--- src/rtl/swarm_dispatch_grid_pkg.sv ---
// Shared types and helpers for the swarm dispatch grid.
package swarm_pkg;

  typedef enum logic [1:0] {
    NORMAL   = 2'd0,
    DEGRADED = 2'd1,
    STALLED  = 2'd2
  } grid_mode_e;

  // Width of an index into n items, never narrower than one bit.
  function automatic int lane_idx_w(input int n);
    return (n > 1) ? $clog2(n) : 1;
  endfunction

endpackage

--- src/rtl/swarm_dispatch_grid_lane.sv ---
// One swarm lane: saturating MAC accumulator plus stress counter.
// Stress takes increment and decay in the same edge as a single net step.
module swarm_lane
  import swarm_pkg::*;
#(
  parameter int DATA_W     = 8,
  parameter int ACC_W      = 16,
  parameter int STRESS_W   = 8,
  parameter int STRESS_INC = 8,
  parameter int STRESS_DEC = 8
) (
  input  logic                i_clk,
  input  logic                i_rst,
  input  logic                i_clr,
  input  logic                i_inc,
  input  logic                i_dec,
  input  logic [2*DATA_W-1:0] i_prod,
  output logic [ACC_W-1:0]    o_acc,
  output logic [STRESS_W-1:0] o_stress
);

  localparam logic signed [63:0] S_MAX  = (64'sd1 <<< STRESS_W) - 64'sd1;
  localparam logic signed [63:0] INC_S  = 64'(STRESS_INC);
  localparam logic signed [63:0] DEC_S  = 64'(STRESS_DEC);
  localparam logic signed [63:0] ZERO_S = 64'sd0;

  logic [ACC_W-1:0]    r_acc;
  logic [STRESS_W-1:0] r_stress;
  logic signed [63:0]  w_net;

  function automatic logic [ACC_W-1:0] sat_acc(input logic [ACC_W-1:0] base,
                                                input logic [2*DATA_W-1:0] p);
    logic [ACC_W:0] s;
    s = {1'b0, base} + (ACC_W+1)'(p);
    return s[ACC_W] ? {ACC_W{1'b1}} : s[ACC_W-1:0];
  endfunction

  function automatic logic [STRESS_W-1:0] sat_stress(input logic signed [63:0] v);
    if (v < ZERO_S)     return '0;
    else if (v > S_MAX) return {STRESS_W{1'b1}};
    else                return v[STRESS_W-1:0];
  endfunction

  assign w_net = $signed({{(64-STRESS_W){1'b0}}, r_stress})
               + (i_inc ? INC_S : ZERO_S)
               - (i_dec ? DEC_S : ZERO_S);

  // Accumulate on dispatch and track stress; clear wins over any update.
  always_ff @(posedge i_clk or posedge i_rst) begin
    if (i_rst) begin
      r_acc    <= '0;
      r_stress <= '0;
    end else if (i_clr) begin
      r_acc    <= '0;
      r_stress <= '0;
    end else begin
      if (i_inc)          r_acc    <= sat_acc(r_acc, i_prod);
      if (i_inc || i_dec) r_stress <= sat_stress(w_net);
    end
  end

  assign o_acc    = r_acc;
  assign o_stress = r_stress;

endmodule

--- src/rtl/swarm_dispatch_grid.sv ---
// Round-robin MAC dispatcher over NUM_LANES swarm lanes with fault/stress skip.
// Optional periodic stress decay is built when SWARM_DECAY_EN is defined.
module swarm_dispatch_grid
  import swarm_pkg::*;
#(
  parameter int NUM_LANES     = 4,
  parameter int DATA_W        = 8,
  parameter int ACC_W         = 16,
  parameter int STRESS_W      = 8,
  parameter int STRESS_THRESH = 200,
  parameter int STRESS_INC    = 8,
  parameter int STRESS_DEC    = 8,
  parameter int DECAY_PERIOD  = 16,
  localparam int SEL_W        = lane_idx_w(NUM_LANES),
  localparam int TOT_W        = ACC_W + $clog2(NUM_LANES)
) (
  input  logic                          clk,
  input  logic                          rst,
  input  logic                          in_valid,
  output logic                          in_ready,
  input  logic [DATA_W-1:0]             in_data_a,
  input  logic [DATA_W-1:0]             in_data_b,
  input  logic [NUM_LANES-1:0]          fault_inject,
  input  logic                          acc_clr,
  output logic [NUM_LANES*ACC_W-1:0]    lane_acc,
  output logic [NUM_LANES*STRESS_W-1:0] lane_stress,
  output logic                          dispatch_valid,
  output logic [SEL_W-1:0]              lane_sel,
  output logic [TOT_W-1:0]              total_out,
  output logic [1:0]                    grid_mode
);

  logic [ACC_W-1:0]       w_acc    [NUM_LANES];
  logic [STRESS_W-1:0]    w_stress [NUM_LANES];
  logic [NUM_LANES-1:0]   w_avail;
  logic [2*NUM_LANES-1:0] w_dbl;
  logic [NUM_LANES-1:0]   w_rot;
  logic [SEL_W-1:0]       w_off, w_sel, w_rr_nxt;
  logic [SEL_W:0]         w_sum_sel, w_nxt;
  logic                   w_accept, w_do_dispatch, w_decay_tick;
  logic [2*DATA_W-1:0]    w_prod_p0;
  logic [TOT_W-1:0]       w_sum;
  grid_mode_e             r_mode, w_mode_nxt;

  logic [SEL_W-1:0]       r_rr;
  logic                   r_vld_p0, r_vld_p1;
  logic [DATA_W-1:0]      r_a_p0, r_b_p0;
  logic [SEL_W-1:0]       r_sel_p0, r_sel_p1;
  logic [TOT_W-1:0]       r_total_p2;

  // Lane availability and the handshake.
  always_comb begin
    for (int i = 0; i < NUM_LANES; i++)
      w_avail[i] = !fault_inject[i] && (w_stress[i] <= STRESS_W'(STRESS_THRESH));
  end

  assign in_ready = (|w_avail) && !acc_clr;
  assign w_accept = in_valid && in_ready;

  // Rotate availability so bit 0 is the rr pointer, then take the lowest set bit.
  assign w_dbl = {w_avail, w_avail} >> r_rr;
  assign w_rot = w_dbl[NUM_LANES-1:0];

  // Round-robin pick: first available lane at or after the pointer, wrapping.
  always_comb begin
    w_off = '0;
    for (int k = NUM_LANES - 1; k >= 0; k--)
      if (w_rot[k]) w_off = SEL_W'(k);
    w_sum_sel = {1'b0, r_rr} + {1'b0, w_off};
    if (w_sum_sel >= (SEL_W+1)'(NUM_LANES)) w_sum_sel = w_sum_sel - (SEL_W+1)'(NUM_LANES);
    w_sel = w_sum_sel[SEL_W-1:0];
    w_nxt = {1'b0, w_sel} + (SEL_W+1)'(1);
    if (w_nxt >= (SEL_W+1)'(NUM_LANES)) w_nxt = '0;
    w_rr_nxt = w_nxt[SEL_W-1:0];
  end

  // ---- stage p0: accepted operands and target lane ----
  // Stage valid and rr pointer advance on accept; clear drops the in-flight op.
  always_ff @(posedge clk or posedge rst) begin
    if (rst) begin
      r_vld_p0 <= 1'b0;
      r_rr     <= '0;
    end else if (acc_clr) begin
      r_vld_p0 <= 1'b0;
      r_rr     <= '0;
    end else begin
      r_vld_p0 <= w_accept;
      if (w_accept) r_rr <= w_rr_nxt;
    end
  end

  // Operand capture; qualified by r_vld_p0 so no reset needed.
  always_ff @(posedge clk) begin
    if (w_accept) begin
      r_a_p0   <= in_data_a;
      r_b_p0   <= in_data_b;
      r_sel_p0 <= w_sel;
    end
  end

  assign w_prod_p0     = (2*DATA_W)'(r_a_p0) * (2*DATA_W)'(r_b_p0);
  assign w_do_dispatch = r_vld_p0 && !acc_clr;

  // ---- stage p1: lane update and dispatch report ----
  for (genvar g = 0; g < NUM_LANES; g++) begin : g_lane
    swarm_lane #(
      .DATA_W    (DATA_W),
      .ACC_W     (ACC_W),
      .STRESS_W  (STRESS_W),
      .STRESS_INC(STRESS_INC),
      .STRESS_DEC(STRESS_DEC)
    ) u_lane (
      .i_clk   (clk),
      .i_rst   (rst),
      .i_clr   (acc_clr),
      .i_inc   (w_do_dispatch && (r_sel_p0 == SEL_W'(g))),
      .i_dec   (w_decay_tick),
      .i_prod  (w_prod_p0),
      .o_acc   (w_acc[g]),
      .o_stress(w_stress[g])
    );
    assign lane_acc[g*ACC_W +: ACC_W]          = w_acc[g];
    assign lane_stress[g*STRESS_W +: STRESS_W] = w_stress[g];
  end

  // Dispatch pulse and the lane it hit; lane_sel holds between dispatches.
  always_ff @(posedge clk or posedge rst) begin
    if (rst) begin
      r_vld_p1 <= 1'b0;
      r_sel_p1 <= '0;
    end else begin
      r_vld_p1 <= w_do_dispatch;
      if (w_do_dispatch) r_sel_p1 <= r_sel_p0;
    end
  end

  // ---- stage p2: registered grid total ----
  always_comb begin
    w_sum = '0;
    for (int i = 0; i < NUM_LANES; i++) w_sum = w_sum + TOT_W'(w_acc[i]);
  end

  // Total follows the lane accumulators one edge later.
  always_ff @(posedge clk or posedge rst) begin
    if (rst)          r_total_p2 <= '0;
    else if (acc_clr) r_total_p2 <= '0;
    else              r_total_p2 <= w_sum;
  end

  // Grid mode state register.
  always_ff @(posedge clk or posedge rst) begin
    if (rst) r_mode <= NORMAL;
    else     r_mode <= w_mode_nxt;
  end

  // Next mode straight from current availability; any mode reaches any other.
  always_comb begin
    w_mode_nxt = NORMAL;
    if (&w_avail)      w_mode_nxt = NORMAL;
    else if (|w_avail) w_mode_nxt = DEGRADED;
    else               w_mode_nxt = STALLED;
  end

`ifdef SWARM_DECAY_EN
  localparam int DC_W = lane_idx_w(DECAY_PERIOD);
  logic [DC_W-1:0] r_decay_cnt;

  assign w_decay_tick = (r_decay_cnt == DC_W'(DECAY_PERIOD - 1));

  // Free-running decay timer; every wrap bleeds stress off all lanes.
  always_ff @(posedge clk or posedge rst) begin
    if (rst)               r_decay_cnt <= '0;
    else if (w_decay_tick) r_decay_cnt <= '0;
    else                   r_decay_cnt <= r_decay_cnt + DC_W'(1);
  end
`else
  logic w_unused_decay;
  assign w_unused_decay = (DECAY_PERIOD != 0);
  assign w_decay_tick   = 1'b0;
`endif

  assign dispatch_valid = r_vld_p1;
  assign lane_sel       = r_sel_p1;
  assign total_out      = r_total_p2;
  assign grid_mode      = r_mode;

endmodule
--- config.mk ---
export PLATFORM = sky130hd
export DESIGN_NAME = swarm_dispatch_grid
export DESIGN_NICKNAME = d
export VERILOG_FILES = /design/src/rtl/swarm_dispatch_grid_pkg.sv /design/src/rtl/swarm_dispatch_grid_lane.sv /design/src/rtl/swarm_dispatch_grid.sv
export SDC_FILE = /design/constraint.sdc
export NUM_CORES = 1
export LEC_CHECK = 0
export CORE_ASPECT_RATIO = 1.5
export CORE_UTILIZATION = 62
export CTS_CLUSTER_SIZE = 16
export DETAILED_ROUTE_END_ITERATION = 8
export PLACE_DENSITY = 0.88
export SLEW_MARGIN = 0
export SYNTH_ARGS = -nofsm -noshare
export SYNTH_HDL_FRONTEND = slang
export SYNTH_SLANG_ARGS = --single-unit
--- constraint.sdc ---
create_clock -name clk -period 15.1 [get_ports clk]
set_clock_uncertainty 0.15 [all_clocks]
set_input_delay 1.51 -clock clk [delete_from_list [all_inputs] [get_ports clk]]
set_output_delay 1.51 -clock clk [all_outputs]
set_load 0.03 [all_outputs]
Word level (Yosys, flattened, before mapping)

Cells that the tools add are included.

Register bits: 140
Bits of input ports: 24
Word-level logic and storage cells: 118
Output and inout bits: 120

Multiply operators: 1
Reduce and logical (&&, ||, !) cells: 24
Shift operators: 1
Equal/unequal tests: 3
Add/sub/neg operators: 14
Mux-type cells: 44
Magnitude comparators: 14

Operators by type and width:

| cell                                                                             | count |
|---|---|
| 9-bit by 64-bit adder with 64-bit output                                         | 4 |
| 64-bit by 9-bit greater-than comparator with 1-bit output, second input constant | 4 |
| 64-bit by 1-bit < comparator with 1-bit output, second input constant            | 4 |
| 16-bit 2-to-1 mux                                                                | 12 |
| 8-bit 2-to-1 mux                                                                 | 16 |
| 16-bit by 16-bit adder with 17-bit output                                        | 5 |
| 8-bit <= comparator, second input constant                                       | 4 |
| 2-bit 2-to-1 mux                                                                 | 10 |
| 17-bit by 16-bit adder with 18-bit output                                        | 1 |
| 18-bit by 16-bit adder with 18-bit output                                        | 1 |
| 18-bit 2-to-1 mux                                                                | 1 |
| 8-bit by 8-bit multiplier with 16-bit output                                     | 1 |
| 4-bit 2-to-1 mux                                                                 | 4 |
| 1-bit logical AND                                                                | 11 |
| 2-bit nonzero test                                                               | 5 |
| 8-bit by 2-bit right shift with 4-bit output                                     | 1 |
| 3-bit >= comparator, second input constant                                       | 2 |
| 1-bit zero test                                                                  | 5 |
| 2-bit == test, second input constant                                             | 2 |
| 4-bit AND reduction                                                              | 1 |
| 4-bit OR reduction                                                               | 1 |
| 2-bit by 1-bit adder with 3-bit output, second input constant                    | 1 |
| 2-bit by 2-bit adder with 3-bit output                                           | 1 |
| 2-bit by 1-bit == test with 1-bit output, second input constant                  | 1 |
| 3 further kinds                                                                  | 3 |

Longest topological paths before layout

Depth after elaboration: 15
Gate-level depth with buffers: 24

Cells and area by module

From an unflattened synthesis, not the netlist that was laid out.

Cell total of the unflattened synthesis: 1,514
Area total of the unflattened synthesis: 13,784.5 um^2

By module, submodules not included:

| module              | cells each | sequential area each (um^2) | area an instance (um^2) | times used |
|---|---|---|---|---|
| swarm_lane          | 257        | 575.6                       | 2,170.8                 | 4 |
| swarm_dispatch_grid | 486        | 1,191.1                     | 5,101.1                 | 1 |

Worst setup path before layout

No wires, ideal clock.

Path kind: register to register
Start point: register r_a_p0[1]
End point: register g_lane[3].u_lane.r_acc[2]
Setup slack: 9.363 ns
Stages on the path, launching flop included: 25
Library setup time: 0.123 ns
Period minus slack after synthesis: 5.737 ns
Arrival time: 5.465 ns
Cells stage by stage: edfxtp_1 and2_1 fa_1 fa_1 inv_1 fa_1 inv_1 fa_1 ha_1 inv_1 o21bai_1 a21oi_1 o31ai_1 a41oi_1 nor2b_1 xnor2_1 ha_1 a21o_1 nand2_1 nand2_1 a31oi_1 nor2b_1 nor3_2 buf_4 a21oi_1

Cells in the longest elaborated chain, start to end: 5

RTL lines:

| element                                      | RTL line                       | text |
|---|---|---|
| start: declaration                           | swarm_dispatch_grid.sv:47      | `logic [DATA_W-1:0] r_a_p0, r_b_p0;` |
| start signal: assignment                     | swarm_dispatch_grid.sv:95      | `r_a_p0 <= in_data_a;` |
| 8-bit by 8-bit multiplier with 16-bit output | swarm_dispatch_grid.sv:101     | `assign w_prod_p0 = (2*DATA_W)'(r_a_p0) * (2*DATA_W)'(r_b_p0);` |
| 16-bit by 16-bit adder with 17-bit output    | swarm_dispatch_grid_lane.sv:34 | `s = {1'b0, base} + (ACC_W+1)'(p);` |
| 16-bit 2-to-1 mux                            | swarm_dispatch_grid_lane.sv:35 | `return s[ACC_W] ? {ACC_W{1'b1}} : s[ACC_W-1:0];` |
| 16-bit 2-to-1 mux                            | swarm_dispatch_grid_lane.sv:57 | `if (i_inc) r_acc <= sat_acc(r_acc, i_prod);` |
| 16-bit 2-to-1 mux                            | swarm_dispatch_grid_lane.sv:53 | `end else if (i_clr) begin` |
| end signal: assignment                       | swarm_dispatch_grid_lane.sv:57 |  |
| end: declaration                             | swarm_dispatch_grid_lane.sv:27 | `logic [ACC_W-1:0] r_acc;` |

No other way between the ends. The select of a mux whose other input is x is not followed.
A chain may end at the register's enable or synchronous reset.

Final worst setup path

Start point: register r_a_p0[1]
End point: register g_lane[3].u_lane.r_acc[4]

The elaborated chain is that of the path after synthesis.

==> Implementation_results.wiki <==
{| class="wikitable"
! Metric !! Value
|-
| Count of cells resized by post-cts repair || 0
|-
| Global route overflow || 0
|-
| Violated checks || DRC
|-
| Number of buffer cells added on primary ports || around 140
|-
| Number of nets with antenna violations after detailed routing || 0
|-
| Die Span X || approximately 110 um
|-
| Ranking of synthesized cells by area || sky130_fd_sc_hd__dfrtp_1 (25%), sky130_fd_sc_hd__ha_1 (14%), sky130_fd_sc_hd__fa_1 (13%), sky130_fd_sc_hd__a21oi_1 (6.3%), sky130_fd_sc_hd__edfxtp_1 (4.7%)
|-
| Avg Cell Area, Syn || roughly 9.6 um^2
|-
| Ant diodes || 0
|-
| Max-cap check violation count || 0
|-
| Unique cell type count in the Yosys netlist || 73
|-
| Via count of the first global-routing pass || about 10000
|-
| Slew at the pin with the worst max-slew slack || 1030 ps
|-
| P_leak || around 6.5 nW
|-
| Total number of nets in the final design || roughly 1600
|-
| Number of antenna violations at the first check in global routing || 0
|-
| Class of the tightest hold or removal check || flop to flop
|-
| Total of warnings raised by yosys || 0
|-
| Most instantiated library cell after synthesis || sky130_fd_sc_hd__a21oi_1
|-
| Global Route Usage Sum || 33.7%
|-
| Number of flops mapped to enable cells by yosys || 18
|-
| Mean routed wirelength per cell || 19.3 um
|-
| Number of nets produced by synthesis || between 1000 and 1500
|-
| Final worst path period share || around 46%
|-
| Number of instances in the synthesized netlist || between 1000 and 1500
|-
| Area share of the leading cell type in the synthesized netlist || 24.7%
|-
| DR WL met3 || 1780 um
|-
| DRC marker count from the first detailed-route iteration || 759
|-
| Starting utilization of the core area || a little under two thirds
|-
| Total clock sinks || roughly 130
|-
| DRC errors left || 1
|-
| First-pass GRT wire length || 50400 um
|-
| Peak supply drop || between 0.1 and 0.15 mV
|-
| Clk Latency, worst-skew pair || around 430 ps
|-
| Final weighted congestion in routability-driven placement || just under 1
|-
| Signal arrival time at the worst endpoint || approximately 7000 ps
|-
| Avg Vias per Cell || between 6 and 7
|-
| Remaining max-slew budget at the tightest pin || between 30% and 40%
|-
| TritonRoute pass-1 iters || 8
|-
| Result of the run || finished with violations
|-
| Max Used Layer || met4
|-
| RSZ-0062 raised after global routing || false
|-
| Maximum number of pins on one net before global-route repair || 80
|-
| Number of setup violations in the final report || 0
|-
| I/O pin cnt || 144
|-
| Largest fanout on the critical path || 14
|-
| Hold-fix buffer count after cts || 0
|-
| Synth Register Bits || around 130
|-
| Length of routed wiring on met1 || ~12000 um
|-
| Top cell types by occurrence after synthesis || sky130_fd_sc_hd__a21oi_1 (145), sky130_fd_sc_hd__ha_1 (127), sky130_fd_sc_hd__dfrtp_1 (114), sky130_fd_sc_hd__inv_1 (80), sky130_fd_sc_hd__fa_1 (72)
|-
| Core Box Area || between 15000 and 20000 um^2
|-
| Fraction of the mapped netlist area in adder cells || 26.3%
|-
| Cell at the root of the clock tree || sky130_fd_sc_hd__clkbuf_16
|-
| Post-CTS Setup Repair Bufs || 0
|-
| Crit path capture type || flop
|-
| Total standard cell area after synthesis || between 10000 and 15000 um^2
|-
| Placement Rows || 60
|-
| Via count || approximately 10000
|-
| Multiplexer share of the synthesized area || less than 1%
|-
| Slack of the worst reg-to-reg path || a little over 8000 ps
|-
| H-tree lvl count || 4
|-
| Clock Tree Buf Depth || 2
|-
| Final Non-Filler Cells || around 1600
|-
| Fraction of registers with async set/reset || around 86%
|-
| Final max-slew violation count || 0
|-
| Layout cell share with drive strength beyond 1 || 4.61%
|-
| Sum of net half-perimeters after detailed placement || about 23000 um
|-
| Startpoint type of the worst setup path || flop
|-
| Total length of routed met2 wires || 16300 um
|-
| Share of the yosys chip area belonging to registers || roughly 29%
|-
| Main combinational cell family by area after synthesis || adder cells
|-
| Sum of negative setup slack || 0 ps
|-
| Number of clock buffers inserted by TritonCTS || 17
|-
| Worst Setup Path Type || flop to flop
|-
| Most common flop cell mapped by yosys || sky130_fd_sc_hd__dfrtp_1
|-
| Reg clk slew, reported paths || 60 ps
|-
| Pwr/cell area || around 140 nW/um^2
|-
| Area growth, synth to finish || 18.5%
|-
| Time the final worst path needs with I/O delays and setup || around 6900 ps
|-
| Required arrival time at the worst endpoint || around 15000 ps
|-
| Die area || 19200 um^2
|-
| Highest attainable clock frequency || ~0.14 GHz
|-
| Die Y-Extent || roughly 170 um
|-
| Clock tree from TritonCTS || built
|-
| Xor and xnor fraction of the mapped netlist area || under 10%
|-
| Most area-hungry cell type in the Yosys netlist || sky130_fd_sc_hd__dfrtp_1
|-
| Final hold violation count || 0
|-
| Wire length reported by the detailed router || between 30000 and 40000 um
|-
| Compound-cell area share of the yosys netlist || a little under a fifth
|-
| Placed instance count || 1561
|-
| Post-Synth Simple-Gate Area || between 10 and 15%
|}
==> per-stage QoR <==
step | power (mW) | utilization [%] | worst slack [ps] | instance area, um^2 | hold slack, ps
after global routing | 1.97 | 75.5 | 7780 | 13700 | 377
final | 1.86 | 75.5 | 8170 | 13700 | 329
after CTS | 1.84 | 75.5 | 8230 | 13700 | 333
after global placement | 1.39 | 72.4 | 8510 | 13100 | 311
after detailed placement | 1.42 | 72.4 | 8260 | 13100 | 319
after floorplan | 1.18 | - | 9360 | 11500 | 388
==> where the power goes <==
group          internal (mW)  switching, mW
logic                  0.409          0.605
clock network          0.233          0.176
registers              0.391         0.0412
total                   1.03          0.822
==> routing by layer <==
| layer | vias to the layer above | global-route usage, % |
|---|---|---|
| met5 | - | 0 |
| met4 | 0 | 14.5 |
| met3 | 99 | 4.19 |
| met2 | 421 | 60.9 |
| met1 | 4890 | 40.0 |
| li1 | 4596 | - |
==> sequential cells by signal, summed over array words and instances, names as in the netlist <==
name and count:
r_a_p0 8, g_lane.u_lane.o_stress 24, r_rr 2, r_vld_p0 1
total_out 18, lane_sel 2, grid_mode 2, dispatch_valid 1
r_b_p0 8, r_sel_p0 2, g_lane.u_lane.o_acc 64
==> logic make-up after synthesis <==
family / after synthesis
AOI/OAI and AO/OA: 344
xor gates and xnor gates: 75
DFF: 132
muxes: 5
buffers and inverters: 120
adders and majority gates: 199
and+or+nand+nor: 330
==> area by class of cell <==
type / instances / area (um^2)
repair buffers: 147 / 1460
inverters: 81 / 307
multi-input cells: 953 / 7630
flip-flops and latches: 132 / 3390
clock buffers: 19 / 443
fillers: 1219 / 4430
clock inverters: 13 / 123
well taps: 248 / 310
==> worst max-delay path, stage by stage (launching register included) <==
cell and delay, ps:
sky130_fd_sc_hd__edfxtp_1 500, sky130_fd_sc_hd__and2_1 240, sky130_fd_sc_hd__fa_1 450, sky130_fd_sc_hd__fa_1 550, sky130_fd_sc_hd__inv_1 50, sky130_fd_sc_hd__fa_1 480
sky130_fd_sc_hd__inv_1 60, sky130_fd_sc_hd__fa_1 470, sky130_fd_sc_hd__ha_1 320, sky130_fd_sc_hd__inv_1 60, sky130_fd_sc_hd__o21bai_1 220, sky130_fd_sc_hd__a21oi_1 130
sky130_fd_sc_hd__o31ai_1 330, sky130_fd_sc_hd__a41oi_1 200, sky130_fd_sc_hd__nor2b_1 180, sky130_fd_sc_hd__xnor2_1 420, sky130_fd_sc_hd__ha_1 390, sky130_fd_sc_hd__a21o_1 220
sky130_fd_sc_hd__nand2_1 70, sky130_fd_sc_hd__nand2_1 50, sky130_fd_sc_hd__a31oi_1 180, sky130_fd_sc_hd__nor2b_1 100, sky130_fd_sc_hd__nor3_2 740, sky130_fd_sc_hd__a21oi_1 200
==> path summary, 6_finish.rpt <==
check	start	endpoint	cells past startpoint
worst min register to register	lane_sel[1]	lane_sel[1]	2
worst max-delay path	r_a_p0[1]	g_lane[3].u_lane.o_acc[4]	23
worst max register to register	r_a_p0[1]	g_lane[3].u_lane.o_acc[4]	23
max in group asynchronous	rst	g_lane[1].u_lane.o_acc[5]	3
worst min-delay path	lane_sel[1]	lane_sel[1]	2
min in group asynchronous	rst	g_lane[0].u_lane.o_stress[1]	2
==> cells in the final DEF (no fill, tap or decap), types with 14 or more instances in the layout <==
| master | netlist | layout |
|---|---|---|
| sky130_fd_sc_hd__nand2_1 | 61 | 61 |
| sky130_fd_sc_hd__a21o_1 | 21 | 21 |
| sky130_fd_sc_hd__nor2_1 | 69 | 68 |
| sky130_fd_sc_hd__and2_1 | 60 | 60 |
| sky130_fd_sc_hd__a21oi_1 | 145 | 145 |
| sky130_fd_sc_hd__inv_1 | 80 | 79 |
| sky130_fd_sc_hd__nor2b_1 | 14 | 14 |
| sky130_fd_sc_hd__nor3_1 | 37 | 37 |
| sky130_fd_sc_hd__o21bai_1 | 14 | 14 |
| sky130_fd_sc_hd__a31oi_1 | 30 | 30 |
| sky130_fd_sc_hd__fa_1 | 72 | 72 |
| sky130_fd_sc_hd__xor2_1 | 39 | 39 |
| sky130_fd_sc_hd__dfrtp_1 | 114 | 114 |
| sky130_fd_sc_hd__clkbuf_16 | 0 | 17 |
| sky130_fd_sc_hd__nand3_1 | 28 | 28 |
| sky130_fd_sc_hd__clkdlybuf4s50_1 | 0 | 143 |
| sky130_fd_sc_hd__o21ai_0 | 43 | 43 |
| sky130_fd_sc_hd__ha_1 | 127 | 127 |
| sky130_fd_sc_hd__xnor2_1 | 36 | 36 |
| sky130_fd_sc_hd__edfxtp_1 | 18 | 18 |
Note: power is estimated with default switching activity, not from simulation.
